**config.mk**
```make
export PLATFORM = sky130hd
export DESIGN_NAME = sdram_avm_bridge
export DESIGN_NICKNAME = d
export VERILOG_FILES = /design/src/rtl/sdram_avm_bridge.sv
export SDC_FILE = /design/constraint.sdc
export NUM_CORES = 1
export LEC_CHECK = 0
export ABC_CLOCK_PERIOD_IN_PS = 2150
export CAP_MARGIN = 0
export CORE_MARGIN = 4
export CORE_UTILIZATION = 45
export CTS_CLUSTER_SIZE = 25
export DETAILED_ROUTE_END_ITERATION = 10
export PLACE_DENSITY = 0.74
export SLEW_MARGIN = 20
export SYNTH_ARGS = -nofsm -noshare
export SYNTH_HDL_FRONTEND = slang
export SYNTH_SLANG_ARGS = --single-unit
```
**constraint.sdc**
```tcl
create_clock -name clk -period 2.15 [get_ports clk]
set_clock_uncertainty 0.15 [all_clocks]
set_input_delay 0.5375 -clock clk [delete_from_list [all_inputs] [get_ports clk]]
set_output_delay 0.5375 -clock clk [all_outputs]
set_load 0.02 [all_outputs]
```
**src/rtl/sdram_avm_bridge.sv**
```systemverilog
// sdram_avm_bridge
// Turns memory_control's level read/write strobes and bit addresses into single
// Avalon-MM master transactions, one outstanding at a time, and returns read data.
//
// Ports
//   clk, rst            clock (rising edge), asynchronous active-low reset
//   read, readaddress   read strobe (rising edge = request) and bit address
//   write, writeaddress write strobe (rising edge = request) and bit address
//   writedata           write data, sampled with the write edge
//   readdata            last returned read word, held until the next read completes
//   rd_valid            one-cycle pulse: readdata updated (or read aborted on timeout)
//   wr_ack              one-cycle pulse: write accepted by the controller
//   busy                transaction in progress or a request waiting in a slot
//   err                 sticky error flag, cleared only by reset
//   avm_*               Avalon-MM master towards the SDRAM controller

module sdram_avm_bridge #(
    parameter int unsigned W          = 16,
    parameter int unsigned ADDR_W     = 25,
    parameter int unsigned WORD_SHIFT = 4,
    parameter int unsigned TIMEOUT    = 255
) (
    input  logic                         clk,
    input  logic                         rst,
    input  logic                         read,
    input  logic [ADDR_W-1:0]            readaddress,
    input  logic                         write,
    input  logic [ADDR_W-1:0]            writeaddress,
    input  logic [W-1:0]                 writedata,
    output logic [W-1:0]                 readdata,
    output logic                         rd_valid,
    output logic                         wr_ack,
    output logic                         busy,
    output logic                         err,
    output logic [ADDR_W-WORD_SHIFT-1:0] avm_address,
    output logic                         avm_read,
    output logic                         avm_write,
    output logic [W-1:0]                 avm_writedata,
    output logic [W/8-1:0]               avm_byteenable,
    input  logic                         avm_waitrequest,
    input  logic [W-1:0]                 avm_readdata,
    input  logic                         avm_readdatavalid
);

    localparam int unsigned AW    = ADDR_W - WORD_SHIFT;
    localparam int unsigned BE_W  = W / 8;
    localparam int unsigned CNT_W = $clog2(TIMEOUT + 1);

    localparam logic [1:0] S_IDLE    = 2'd0;
    localparam logic [1:0] S_RD_REQ  = 2'd1;
    localparam logic [1:0] S_RD_WAIT = 2'd2;
    localparam logic [1:0] S_WR_REQ  = 2'd3;

    logic [1:0]       state, state_nx;
    logic             read_q, write_q;
    logic             rd_edge, wr_edge;
    logic             rd_pend, rd_pend_nx;
    logic [AW-1:0]    rd_addr, rd_addr_nx;
    logic             wr_pend, wr_pend_nx;
    logic [AW-1:0]    wr_addr, wr_addr_nx;
    logic [W-1:0]     wr_data, wr_data_nx;
    logic [CNT_W-1:0] cnt, cnt_nx, cnt_inc;

    logic [W-1:0]     readdata_nx;
    logic             rd_valid_nx, wr_ack_nx, busy_nx, err_nx;
    logic [AW-1:0]    avm_address_nx;
    logic             avm_read_nx, avm_write_nx;
    logic [W-1:0]     avm_writedata_nx;
    logic [BE_W-1:0]  avm_byteenable_nx;

    assign rd_edge = read & ~read_q;
    assign wr_edge = write & ~write_q;
    assign cnt_inc = cnt + CNT_W'(1);

    // Next-state, slot and output logic
    always_comb begin
        state_nx          = state;
        rd_pend_nx        = rd_pend;
        rd_addr_nx        = rd_addr;
        wr_pend_nx        = wr_pend;
        wr_addr_nx        = wr_addr;
        wr_data_nx        = wr_data;
        cnt_nx            = cnt;
        readdata_nx       = readdata;
        rd_valid_nx       = 1'b0;
        wr_ack_nx         = 1'b0;
        err_nx            = err;
        avm_address_nx    = avm_address;
        avm_read_nx       = avm_read;
        avm_write_nx      = avm_write;
        avm_writedata_nx  = avm_writedata;
        avm_byteenable_nx = avm_byteenable;
        busy_nx           = 1'b0;

        // Capture requests; an edge into a full slot is dropped and flagged
        if (rd_edge) begin
            if (rd_pend) begin
                err_nx = 1'b1;
            end else begin
                rd_pend_nx = 1'b1;
                rd_addr_nx = readaddress[ADDR_W-1:WORD_SHIFT];
                if (|readaddress[WORD_SHIFT-1:0]) err_nx = 1'b1;
            end
        end
        if (wr_edge) begin
            if (wr_pend) begin
                err_nx = 1'b1;
            end else begin
                wr_pend_nx = 1'b1;
                wr_addr_nx = writeaddress[ADDR_W-1:WORD_SHIFT];
                wr_data_nx = writedata;
                if (|writeaddress[WORD_SHIFT-1:0]) err_nx = 1'b1;
            end
        end

        if (avm_readdatavalid && (state != S_RD_WAIT)) err_nx = 1'b1;

        // Slot *_nx values include a same-cycle edge, so IDLE issues without an extra cycle
        case (state)
            S_IDLE: begin
                if (wr_pend_nx) begin
                    state_nx          = S_WR_REQ;
                    wr_pend_nx        = 1'b0;
                    avm_write_nx      = 1'b1;
                    avm_address_nx    = wr_addr_nx;
                    avm_writedata_nx  = wr_data_nx;
                    avm_byteenable_nx = '1;
                end else if (rd_pend_nx) begin
                    state_nx       = S_RD_REQ;
                    rd_pend_nx     = 1'b0;
                    avm_read_nx    = 1'b1;
                    avm_address_nx = rd_addr_nx;
                end
            end
            S_WR_REQ: begin
                if (!avm_waitrequest) begin
                    state_nx          = S_IDLE;
                    avm_write_nx      = 1'b0;
                    avm_byteenable_nx = '0;
                    wr_ack_nx         = 1'b1;
                end
            end
            S_RD_REQ: begin
                if (!avm_waitrequest) begin
                    state_nx    = S_RD_WAIT;
                    avm_read_nx = 1'b0;
                    cnt_nx      = '0;
                end
            end
            S_RD_WAIT: begin
                if (avm_readdatavalid) begin
                    state_nx    = S_IDLE;
                    readdata_nx = avm_readdata;
                    rd_valid_nx = 1'b1;
                end else if (cnt_inc == CNT_W'(TIMEOUT)) begin
                    // Abort: release upstream with old readdata
                    state_nx    = S_IDLE;
                    rd_valid_nx = 1'b1;
                    err_nx      = 1'b1;
                end else begin
                    cnt_nx = cnt_inc;
                end
            end
            default: state_nx = S_IDLE;
        endcase

        busy_nx = (state_nx != S_IDLE) | rd_pend_nx | wr_pend_nx;
    end

    // State and registered outputs
    always_ff @(posedge clk or negedge rst) begin
        if (!rst) begin
            state          <= S_IDLE;
            read_q         <= 1'b0;
            write_q        <= 1'b0;
            rd_pend        <= 1'b0;
            rd_addr        <= '0;
            wr_pend        <= 1'b0;
            wr_addr        <= '0;
            wr_data        <= '0;
            cnt            <= '0;
            readdata       <= '0;
            rd_valid       <= 1'b0;
            wr_ack         <= 1'b0;
            busy           <= 1'b0;
            err            <= 1'b0;
            avm_address    <= '0;
            avm_read       <= 1'b0;
            avm_write      <= 1'b0;
            avm_writedata  <= '0;
            avm_byteenable <= '0;
        end else begin
            state          <= state_nx;
            read_q         <= read;
            write_q        <= write;
            rd_pend        <= rd_pend_nx;
            rd_addr        <= rd_addr_nx;
            wr_pend        <= wr_pend_nx;
            wr_addr        <= wr_addr_nx;
            wr_data        <= wr_data_nx;
            cnt            <= cnt_nx;
            readdata       <= readdata_nx;
            rd_valid       <= rd_valid_nx;
            wr_ack         <= wr_ack_nx;
            busy           <= busy_nx;
            err            <= err_nx;
            avm_address    <= avm_address_nx;
            avm_read       <= avm_read_nx;
            avm_write      <= avm_write_nx;
            avm_writedata  <= avm_writedata_nx;
            avm_byteenable <= avm_byteenable_nx;
        end
    end

endmodule
```
Yosys cells after proc, flatten, opt, wreduce, memory -nomap -nowiden:

Cells that the tools add are included.

* flip-flop bits (word level): 133
* input bits: 88
* output and inout port bits: 61
* logic and storage cells: 101

* add/subtract/negate cells: 1
* equality and inequality tests: 12
* muxes and demuxes: 48
* bitwise gates (word level): 6
* reduce and logical (&&, ||, !) cells: 15

Operators by type and width (count)
* 2-to-1 mux 21 bit: 6
* 2-to-1 mux 16 bit: 2
* 2-to-1 mux 1 bit: 24
* 2-to-1 mux 8 bit: 3
* 2-to-1 mux 2 bit: 8
* case mux 8 bit (2 select lines): 1
* != test 2 bit, second input constant: 6
* nonzero test 2 bit: 5
* adder 8 x 1 -> 8 bit, second input constant: 1
* == test 8 bit, second input constant: 1
* case mux 2 bit (4 select lines): 1
* AND reduction 4 bit: 2
* OR reduction 4 bit: 2
* AND reduction 2 bit: 3
* == test 2 bit, second input constant: 2
* != test 2 x 1 -> 1 bit, second input constant: 2
* case mux 1 bit (2 select lines): 2
* case mux 2 bit (2 select lines): 1
* AND reduction 3 bit: 1
* bitwise AND 1 bit: 2
* == test 2 x 1 -> 1 bit, second input constant: 1
* logical NOT 2 bit: 1
* NOT 1 bit: 2
* OR 1 bit: 2
* logical AND 1 bit: 1

Longest topological paths before layout:

Gate-level depths: netlist of the first run.

* depth in word-level cells: 11
* depth in mapped cells: 7
* depth with buffers taken out: 7

Worst setup path after synthesis of the first run:

No wires, ideal clock.

* path type: input-to-reg
* start: in write
* end: reg avm_writedata[6]
* setup time: 125 ps
* arrival time: 1699 ps
* required time: 1875 ps
* slack: 176 ps
* cell stages on the path: 6
* buffers on the path: 2
* cells stage by stage: nor2b_4 nor2b_4 buf_6 buf_6 mux2_2 mux2_2

* elaborated cells on any way between the ends: 4
* classes of those cells: mux (2); bitwise (1); reduce/logical (1)

RTL lines
* start: declaration: line 27 `input logic write,`
* bitwise AND 1 bit: line 72 `assign wr_edge = write & ~write_q;`
* 2-to-1 mux 16 bit: line 105 `if (wr_edge) begin`
* via wr_data_nx[6]: line 61 `logic [W-1:0] wr_data, wr_data_nx;`
* end signal: assignment: line 210 `avm_writedata <= avm_writedata_nx;`
* end: declaration: line 38 `output logic [W-1:0] avm_writedata,`

The timed path passes the listed nets, and every way through them passes these cells.
A chain may end at the register's enable or synchronous reset.

==> results.ini, run 1 <==
[final_layout]
finish.utilization=0.653
antenna_cells=0
finalInstanceArea_um2=7810
fill_cells=875
final_common_cell=clkdlybuf4s50_1
syn2layout_area_growth_pct=42.3
final_cell_mix=clkdlybuf4s50_1, dfrtp_1, mux2_2, mux2i_1, inv_1
drive_above_1_share=0.262
nNetsFinal=646

[clock_network]
post_cts_buffers=0
clock_latency_ns=0.41
h-tree-depth=4
clk_pin_slew_ns=0.05
clkSinkCount=131
root_buffer=clkbuf_16
cts_tree=done
cts_buffer_depth=2
cts-buffers-inserted=17

[logic_synthesis]
syn-cell-area_um2=5490
yosysTopAreaCellShare=0.597
synth_area_leaders=dfrtp_1, mux2_2, mux2i_1
synth_fp_nets=476
synth-edff-count=0
seq_area_frac_synth=0.597
synthArstFlopShare=1.00
yosysTopAreaCell=dfrtp_1
yosys_warnings=0
synthCells=386
yosysUniqueCellTypes=38
ys_ff_latch=131
synth_ff_type=dfrtp_1
synth.avg_cell_area_um2=14.2

[timing]
slew_headroom=0.653
rsz0062_at_grt=no
max_slew.worst_pin.slew_ns=0.521
period_share=0.977
hold_violations=0
slew_violations=0
fin_crit_ns=2.10
max_freq_mhz=476
setup_viol=0

[global_routing]
overflow=0
grt_util_all_layers=0.187
grt_pass1_vias=3976
grt_pass1_wl_um=20600
grt_antenna_before_repair=0
grt_max_degree=56

[worst_setup_path]
crit_start=avm_byteenable[0]
worstPathMaxFanout=4
critical_path_depth=1
worstPathCellList=clkdlybuf4s50_1
reg2reg_from=cnt[1]
crit_path_max_incr_delay_ns=0.62
start_kind=flop
r2r_setup_slack_ns=0.11
cp_slowest_cell=clkdlybuf4s50_1
path_buf_inv=1
required_ns=1.46
cp_top_family=buffers and inverters
critPathCapture=avm_write
rr_worst_depth=6
cp.arrival_ns=1.41
r2r-end=cnt[2]
end_kind=output port
path_class=reg -> out

[routing]
routed_wl_um=12600
drc=0
drtIter0Drc=103
vias=3636
firstDrtPassIters=4
antenna_left=0
vias_per_cell=5.08
wire_per_inst_um=17.6

[floorplanning]
num_rows=40
dieArea_um2=14000
die_w_um=118
die_h_um=118
initial_core_util=0.459
core_area_um2=12000
ios=149

[power_and_ir_drop]
switching_share=0.325
p_clk_frac=0.230
internal-power_mw=7.90
p_seq_frac=0.359
max-vdd-ir-drop_v=0.000782
power_switching_mw=3.81
leakage_nw=3.57
p_comb_frac=0.412
p_per_area_nw_per_um2=1500
finalPower_mw=11.7

[placement]
portBuffers=148
dp_hpwl_um=8940
place_area_um2=7240
place_congestion=0.815

[worst_hold_path]
min_path_type=reg -> reg

[outcome]
status=completed

[job]
max_cap_violations=0

## timing repair
item / CTS / global route
endpoints found under the hold margin: 3 / 0
resized for setup: 1 / 4
pin swaps: 0 / 0
gates cloned: 0 / 0
hold buffers: 1 / 0
endpoints found under the setup margin: 1 / 5
## state kept, by name, summed over array words and instances (netlist names)
register and cells:
rd_addr 21, rd_valid 1, wr_pend 1, readdata 16
avm_writedata 16, write_q 1, cnt 8, busy 1
avm_read 1, wr_ack 1, state 2, read_q 1
avm_byteenable 1, err 1, wr_addr 21, rd_pend 1
avm_address 21, wr_data 16
## cells in the mapped netlist, types with 4 or more instances
cell and instances:
buf_6 6, o21ai_0 9, buf_4 4, a21oi_1 6
nor2_1 10, nand2_1 11, mux2_4 10, nand2b_1 4
dfrtp_1 131, mux2_2 80, mux2i_1 46, nand4_1 4
inv_1 27, buf_2 5
## area by class of cell
class / instances / area, um^2 / share of cell area
Timing Repair Buffer: 168 / 1720 / 0.221
Inverter: 27 / 101 / 0.0130
Clock buffer: 22 / 474 / 0.0607
Multi-Input combinational cell: 211 / 1970 / 0.252
Tap cell: 147 / 184 / 0.0236
Clock inverter: 10 / 82.6 / 0.0106
Sequential cell: 131 / 3280 / 0.420
## routing by layer
metal  part of all wire  vias to the layer above  track usage
met1               0.41                     1861        0.227
met2               0.53                       75        0.314
met3              0.046                       17       0.0584
met5                  0                        -            0
met4              0.020                        0       0.0710
li1                   -                     1683            -
## through the flow
step | std cells | hold slack (ns) | TNS (ns) | worst slack, ns
6_report | 716 | 0.341 | 0 | 0.0494
5_1_grt | 716 | 0.340 | 0 | 0.00449
4_1_cts | 716 | 0.337 | 0 | 0.0136
3_5_place_dp | 683 | 0.204 | -15.15 | -0.360
3_3_place_gp | 683 | 0.202 | -12.42 | -0.290
2_1_floorplan | 386 | 0.0919 | 0 | 0.176
## worst min path at each step
stage | from | endpoint | cells past startpoint
final | wr_data[14] | wr_data[14] | 1
after global routing | rst | rd_addr[16] | 2
after CTS | rst | avm_address[18] | 2
after detailed placement | rst | avm_address[18] | 1
after global placement | rst | avm_address[18] | 1
after floorplan | rst | avm_address[0] | 0
## power groups by stage
stage                     Sequential (mW)  Clock [mW]  Combinational (mW)
after floorplan                      4.77           0                2.31
after global placement               4.18           0                4.74
after detailed placement             4.24           0                4.87
after CTS                            4.21        2.76                4.90
after global routing                 4.33        2.86                5.17
final                                4.20        2.69                4.82
## cells by family (layout without fill, tap and decap cells)
family | Yosys count | in the layout | share of synthesized area
AOI/OAI and AO/OA | 24 | 24 | 0.0274
xor gates and xnor gates | 1 | 1 | 0.00160
DFF | 131 | 131 | 0.597
muxes | 136 | 136 | 0.275
and+or+nand+nor | 48 | 48 | 0.0479
adders and majority gates | 2 | 2 | 0.00456
buffers and inverters | 44 | 227 | 0.0458
Note: power is estimated with default switching activity, not from simulation.
==> run 2, diff against run 1 <==
CORE_MARGIN = 1   (was 4)
CORE_UTILIZATION = 48   (was 45)
PLACE_DENSITY = 0.79   (was 0.74)
==> run 2 against run 1 <==
Compared with the run above:
- utilization is 5.9 points higher
- non-clock buffer count is 1 lower
- worst hold slack better by 0.00088 ns
- fmax is 0.30% higher
- first-iteration DRC count is 38% higher
- global-route usage is 3.4 points higher
- worst setup slack better by 0.0063 ns
- register-to-register slack hardly changed
- combinational power hardly changed
- sequential share of layout area hardly changed
- cell count is 1.3% lower
- die area is 15% lower
==> results.ini, run 2 (synthesis gave the netlist of run 1 again) <==
[global_routing]
overflow=0  ; unchanged
grt_antenna_before_repair=0  ; unchanged
grt_util_all_layers=0.221  ; was 0.187
grt_max_degree=37  ; was 56
grt_pass1_vias=3925  ; was 3,976
grt_pass1_wl_um=19200  ; was 20,600 um

[timing]
fin_crit_ns=2.09  ; was 2.10 ns
setup_ws_ns=0.0557  ; was 0.0494 ns
whs_ns=0.341  ; about the same
slew_headroom=0.690  ; was 0.653
setup_viol=0  ; unchanged
slew_violations=0  ; unchanged
max_freq_mhz=477  ; was 476 MHz
hold_violations=0  ; unchanged
period_share=0.974  ; was 0.977
max_slew.worst_pin.slew_ns=0.465  ; was 0.521 ns
rsz0062_at_grt=no  ; unchanged

[floorplanning]
ios=149  ; unchanged
die_w_um=109  ; was 118 um
dieArea_um2=11900  ; was 14,000 um^2
core_area_um2=11000  ; was 12,000 um^2
num_rows=38  ; was 40
die_h_um=109  ; was 118 um
initial_core_util=0.500  ; was 0.459

[routing]
vias=3572  ; was 3,636
wire_per_inst_um=16.9  ; was 17.6 um
routed_wl_um=12000  ; was 12,600 um
drc=0  ; unchanged
antenna_left=0  ; unchanged
vias_per_cell=5.05  ; was 5.08
drtIter0Drc=142  ; was 103
firstDrtPassIters=4  ; unchanged

[worst_setup_path]
path_class=reg -> out  ; unchanged
cp_slowest_cell=clkdlybuf4s50_1  ; unchanged
worstPathMaxFanout=2  ; was 4
start_kind=flop  ; unchanged
crit_path_max_incr_delay_ns=0.64  ; was 0.62 ns
cp_top_family=buffers and inverters  ; unchanged
path_buf_inv=1  ; unchanged
worstPathCellList=clkdlybuf4s50_1  ; unchanged
end_kind=output port  ; unchanged
cp.arrival_ns=1.41  ; about the same
required_ns=1.46  ; about the same

[clock_network]
cts_tree=done  ; unchanged
cts-buffers-inserted=17  ; unchanged
clkSinkCount=131  ; unchanged
clk_pin_slew_ns=0.06  ; was 0.05 ns
clock_latency_ns=0.41  ; about the same
cts_buffer_depth=2  ; unchanged
h-tree-depth=4  ; unchanged
root_buffer=clkbuf_16  ; unchanged

[power_and_ir_drop]
finalPower_mw=11.7  ; about the same
leakage_nw=3.57  ; about the same
max-vdd-ir-drop_v=0.000942  ; was 0.000782 V
p_per_area_nw_per_um2=1500  ; about the same

[final_layout]
drive_above_1_share=0.257  ; was 0.262
final_cells=707  ; was 716
antenna_cells=0  ; unchanged
syn2layout_area_growth_pct=42.4  ; was 42.3%
nNetsFinal=645  ; was 646
final_cell_mix=clkdlybuf4s50_1, dfrtp_1, mux2_2, mux2i_1, inv_1  ; unchanged
reg_top3=avm_address (21), rd_addr (21), wr_addr (21)  ; unchanged
ff_latch_area_um2=3280  ; about the same
final_common_cell=clkdlybuf4s50_1  ; unchanged
fill_cells=760  ; was 875
multi_input_area_um2=1960  ; was 1970 um^2

[placement]
dp_hpwl_um=8290  ; was 8940 um
portBuffers=148  ; unchanged
place_inst=675  ; was 683
dpl_worst_slack_ns=-0.344  ; was -0.360 ns
place_congestion=0.783  ; was 0.815

[outcome]
status=completed  ; unchanged

[job]
max_cap_violations=0  ; unchanged

[worst_hold_path]
min_path_type=reg -> reg  ; unchanged

[run 2: cell types whose count changed in the layout (fill, tap and decap cells not counted)]
cell,change
buf_4,-4
buf_12,+3
clkbuf_1,-1
clkbuf_8,-1
clkdlybuf4s50_1,-1
clkinv_2,+1
dfrtp_1,+1
dfrtp_2,-1
dlygate4sd2_1,+1
nor2b_1,+1
nor2b_2,-1
[run 2: where the power goes]
| group | switching [mW] | leakage, nW | internal [mW] | total (mW) |
|---|---|---|---|---|
| Combinational | 2.22 | 1.75 | 2.63 | 4.85 |
| Clock | 1.03 | 0.267 | 1.62 | 2.65 |
| Sequential | 0.560 | 1.56 | 3.64 | 4.20 |
[run 2: path summary, 6_finish.rpt]
check	from	endpoint	slack (ns)	cells past startpoint
hold / removal	wr_data[8]	wr_data[8]	0.34	1
setup / recovery	avm_address[19]	avm_address[19]	0.06	1
setup reg to reg	cnt[0]	cnt[2]	0.12	6
hold reg to reg	wr_data[8]	wr_data[8]	0.34	1
max in group asynchronous	rst	wr_addr[11]	0.81	3
min in group asynchronous	rst	avm_address[13]	0.47	2
[run 2: metal layers]
| metal | GRT usage | up-vias | wire length (um) |
|---|---|---|---|
| li1 | - | 1666 | - |
| met2 | 0.361 | 95 | 6130 |
| met4 | 0.101 | 0 | 231 |
| met5 | 0 | - | 0 |
| met3 | 0.0723 | 19 | 536 |
| met1 | 0.265 | 1792 | 5070 |
[run 2: final cells by class]
type,instances,share of cell area
sequential,131,0.420
multi-input combinational,211,0.251
timing repair buffer,167,0.224
clock buffer,20,0.0584
tap,140,0.0224
inverter,27,0.0130
clock inverter,11,0.0112
[run 2: what timing repair did]
item,4_1_cts,5_1_grt
buffers inserted,0,0
gates resized for setup,2,2
hold buffers,1,0
endpoints found under the hold margin,29,0
endpoints found under the setup margin,3,2
[run 2: metrics by stage]
stage          area [um^2]  utilization  TNS [ns]
2_1_floorplan         5490            -         0
3_3_place_gp          7260        0.661    -10.91
3_5_place_dp          7260        0.661    -14.81
4_1_cts               7810        0.711         0
5_1_grt               7810        0.711         0
6_report              7810        0.711         0
==> run 3, diff against run 2 <==
ABC_CLOCK_PERIOD_IN_PS = 2600   (was 2150)
CORE_UTILIZATION = 52   (was 48)
GPL_TIMING_DRIVEN = 0   (was not set)
PLACE_DENSITY = 0.84   (was 0.79)
RECOVER_POWER = 50   (was not set)
clock period = 2.6 ns   (was 2.15 ns; I/O delays follow)
==> run 3 against run 2 <==
Compared with the run above:
- routed wire length rose by 2.4%
- via count rose by 1.7%
- final area fell by 0.91%
- sequential cell count did not move
- global-route usage rose by 2.4 points
- cell count fell by 0.28%
- sequential share of layout area rose by 0.39 points
- critical endpoint is now avm_byteenable[1]
==> results.ini, run 3 (synthesis gave the netlist of run 1 again) <==
[outcome]
status=completed  ; unchanged

[clock_network]
cts_tree=done  ; unchanged
cts-buffers-inserted=17  ; unchanged
h-tree-depth=4  ; unchanged
clk_pin_slew_ns=0.06  ; about the same
clkSinkCount=131  ; unchanged
root_buffer=clkbuf_8  ; was clkbuf_16
clock_latency_ns=0.52  ; was 0.41 ns
post_cts_buffers=0  ; unchanged
cts_buffer_depth=2  ; unchanged

[routing]
vias_per_cell=5.15  ; was 5.05
drtIter0Drc=143  ; was 142
vias=3634  ; was 3,572
wire_per_inst_um=17.4  ; was 16.9 um
drc=0  ; unchanged
antenna_left=0  ; unchanged
firstDrtPassIters=4  ; unchanged
routed_wl_um=12300  ; was 12,000 um

[floorplanning]
ios=149  ; unchanged
die_w_um=105  ; was 109 um
core_area_um2=10300  ; was 11,000 um^2
dieArea_um2=11000  ; was 11,900 um^2
initial_core_util=0.534  ; was 0.500
die_h_um=105  ; was 109 um
num_rows=37  ; was 38

[final_layout]
finish.utilization=0.753  ; was 0.711
final_cells=705  ; was 707
finalInstanceArea_um2=7740  ; was 7810 um^2
syn2layout_area_growth_pct=41.1  ; was 42.4%
nNetsFinal=645  ; unchanged
final_common_cell=clkdlybuf4s50_1  ; unchanged
reg_top3=avm_address (21), rd_addr (21), wr_addr (21)  ; unchanged
drive_above_1_share=0.236  ; was 0.257
final_cell_mix=clkdlybuf4s50_1, dfrtp_1, mux2_2, mux2i_1, inv_1  ; unchanged

[global_routing]
grt_use_met1=0.273  ; was 0.265
grt_pass1_wl_um=20300  ; was 19,200 um
grt_antenna_before_repair=1  ; was 0
grt_max_degree=79  ; was 37
grt_util_all_layers=0.245  ; was 0.221
grtUsageMet2=0.417  ; was 0.361
top_usage_layer=met2  ; unchanged
grt_use_met3=0.0936  ; was 0.0723
grt_pass1_vias=4060  ; was 3,925
overflow=0  ; unchanged

[placement]
dpl_worst_slack_ns=-0.182  ; was -0.344 ns
place_area_um2=7170  ; was 7260 um^2
place_inst=671  ; was 675
portBuffers=148  ; unchanged
dp_hpwl_um=8360  ; was 8290 um
place_congestion=0.809  ; was 0.783

[job]
max_cap_violations=0  ; unchanged

[timing]
rsz0062_at_grt=no  ; unchanged
period_share=0.940
max_slew.worst_pin.slew_ns=1.36  ; was 0.465 ns
slew_violations=0  ; unchanged
slew_headroom=0.0924  ; was 0.690
max_freq_mhz=409
setup_ws_ns=0.155  ; was 0.0557 ns
hold_violations=0  ; unchanged
setup_viol=0  ; unchanged
fin_crit_ns=2.44

[worst_setup_path]
start_kind=flop  ; unchanged
path_class=reg -> out  ; unchanged
required_ns=1.80  ; was 1.46 ns
end_kind=output port  ; unchanged
worstPathMaxFanout=4  ; was 2
r2r_setup_slack_ns=0.44  ; was 0.12 ns
cp.arrival_ns=1.64  ; was 1.41 ns

[power_and_ir_drop]
p_per_area_nw_per_um2=1280  ; was 1500 nW/um^2
leakage_nw=3.51  ; was 3.57 nW
max-vdd-ir-drop_v=0.000761  ; was 0.000942 V

[worst_hold_path]
min_path_type=reg -> reg  ; unchanged

## run 3: changes by cell type in the layout (fill, tap and decap cells not counted), moves of 5 or more
cell,delta
buf_6,+5
buf_4,-5
buf_12,-10
buf_2,+5
mux2_4,-6
mux2_1,+10
## run 3: repair_timing
action / 4_1_cts / 5_1_grt
hold buffers: 1 / 0
resized for setup: 0 / 0
endpoints found under the hold margin: 53 / 0
## run 3: through the flow
step | hold slack (ns) | total power, mW | setup TNS (ns)
after floorplan | 0.204 | 5.86 | 0
after global placement | 0.326 | 7.28 | -551.70
after detailed placement | 0.333 | 7.48 | -3.73
after CTS | 0.347 | 10.1 | 0
after global routing | 0.359 | 10.4 | 0
final | 0.337 | 9.88 | 0
## run 3: per-layer routing
metal	wire, um	part of all wire
met1	4860	0.40
met2	6220	0.51
met3	874	0.071
met4	306	0.025
met5	0	0
## run 3: worst paths after layout
check / startpoint / to / cells past startpoint
max: avm_byteenable[0] / avm_byteenable[1] / 2
min: wr_data[5] / wr_data[5] / 1
max reg2reg: cnt[0] / cnt[2] / 6
min reg2reg: wr_data[5] / wr_data[5] / 1
max in group asynchronous: rst / readdata[0] / 3
min in group asynchronous: rst / avm_address[10] / 2
## run 3: power breakdown
part | internal [mW] | total, mW | switching (mW)
clock | 1.65 | 2.49 | 0.840
combinational | 2.05 | 3.92 | 1.88
sequential | 3.01 | 3.47 | 0.461
## run 3: cell type report
class	count	area (um^2)
Sequential cell	131	3280
Fill cell	696	2530
Multi-Input combinational cell	211	1920
Timing Repair Buffer	150	1510
Clock buffer	22	473
Tap cell	136	170
Clock inverter	10	153
Buffer	17	128
Inverter	27	101
Antenna cell	1	2.50
## run 3: critical path, stage by stage (launching register included)
cell             delay (ns)
dfrtp_1                0.41
buf_4                  0.13
clkdlybuf4s50_1        0.59
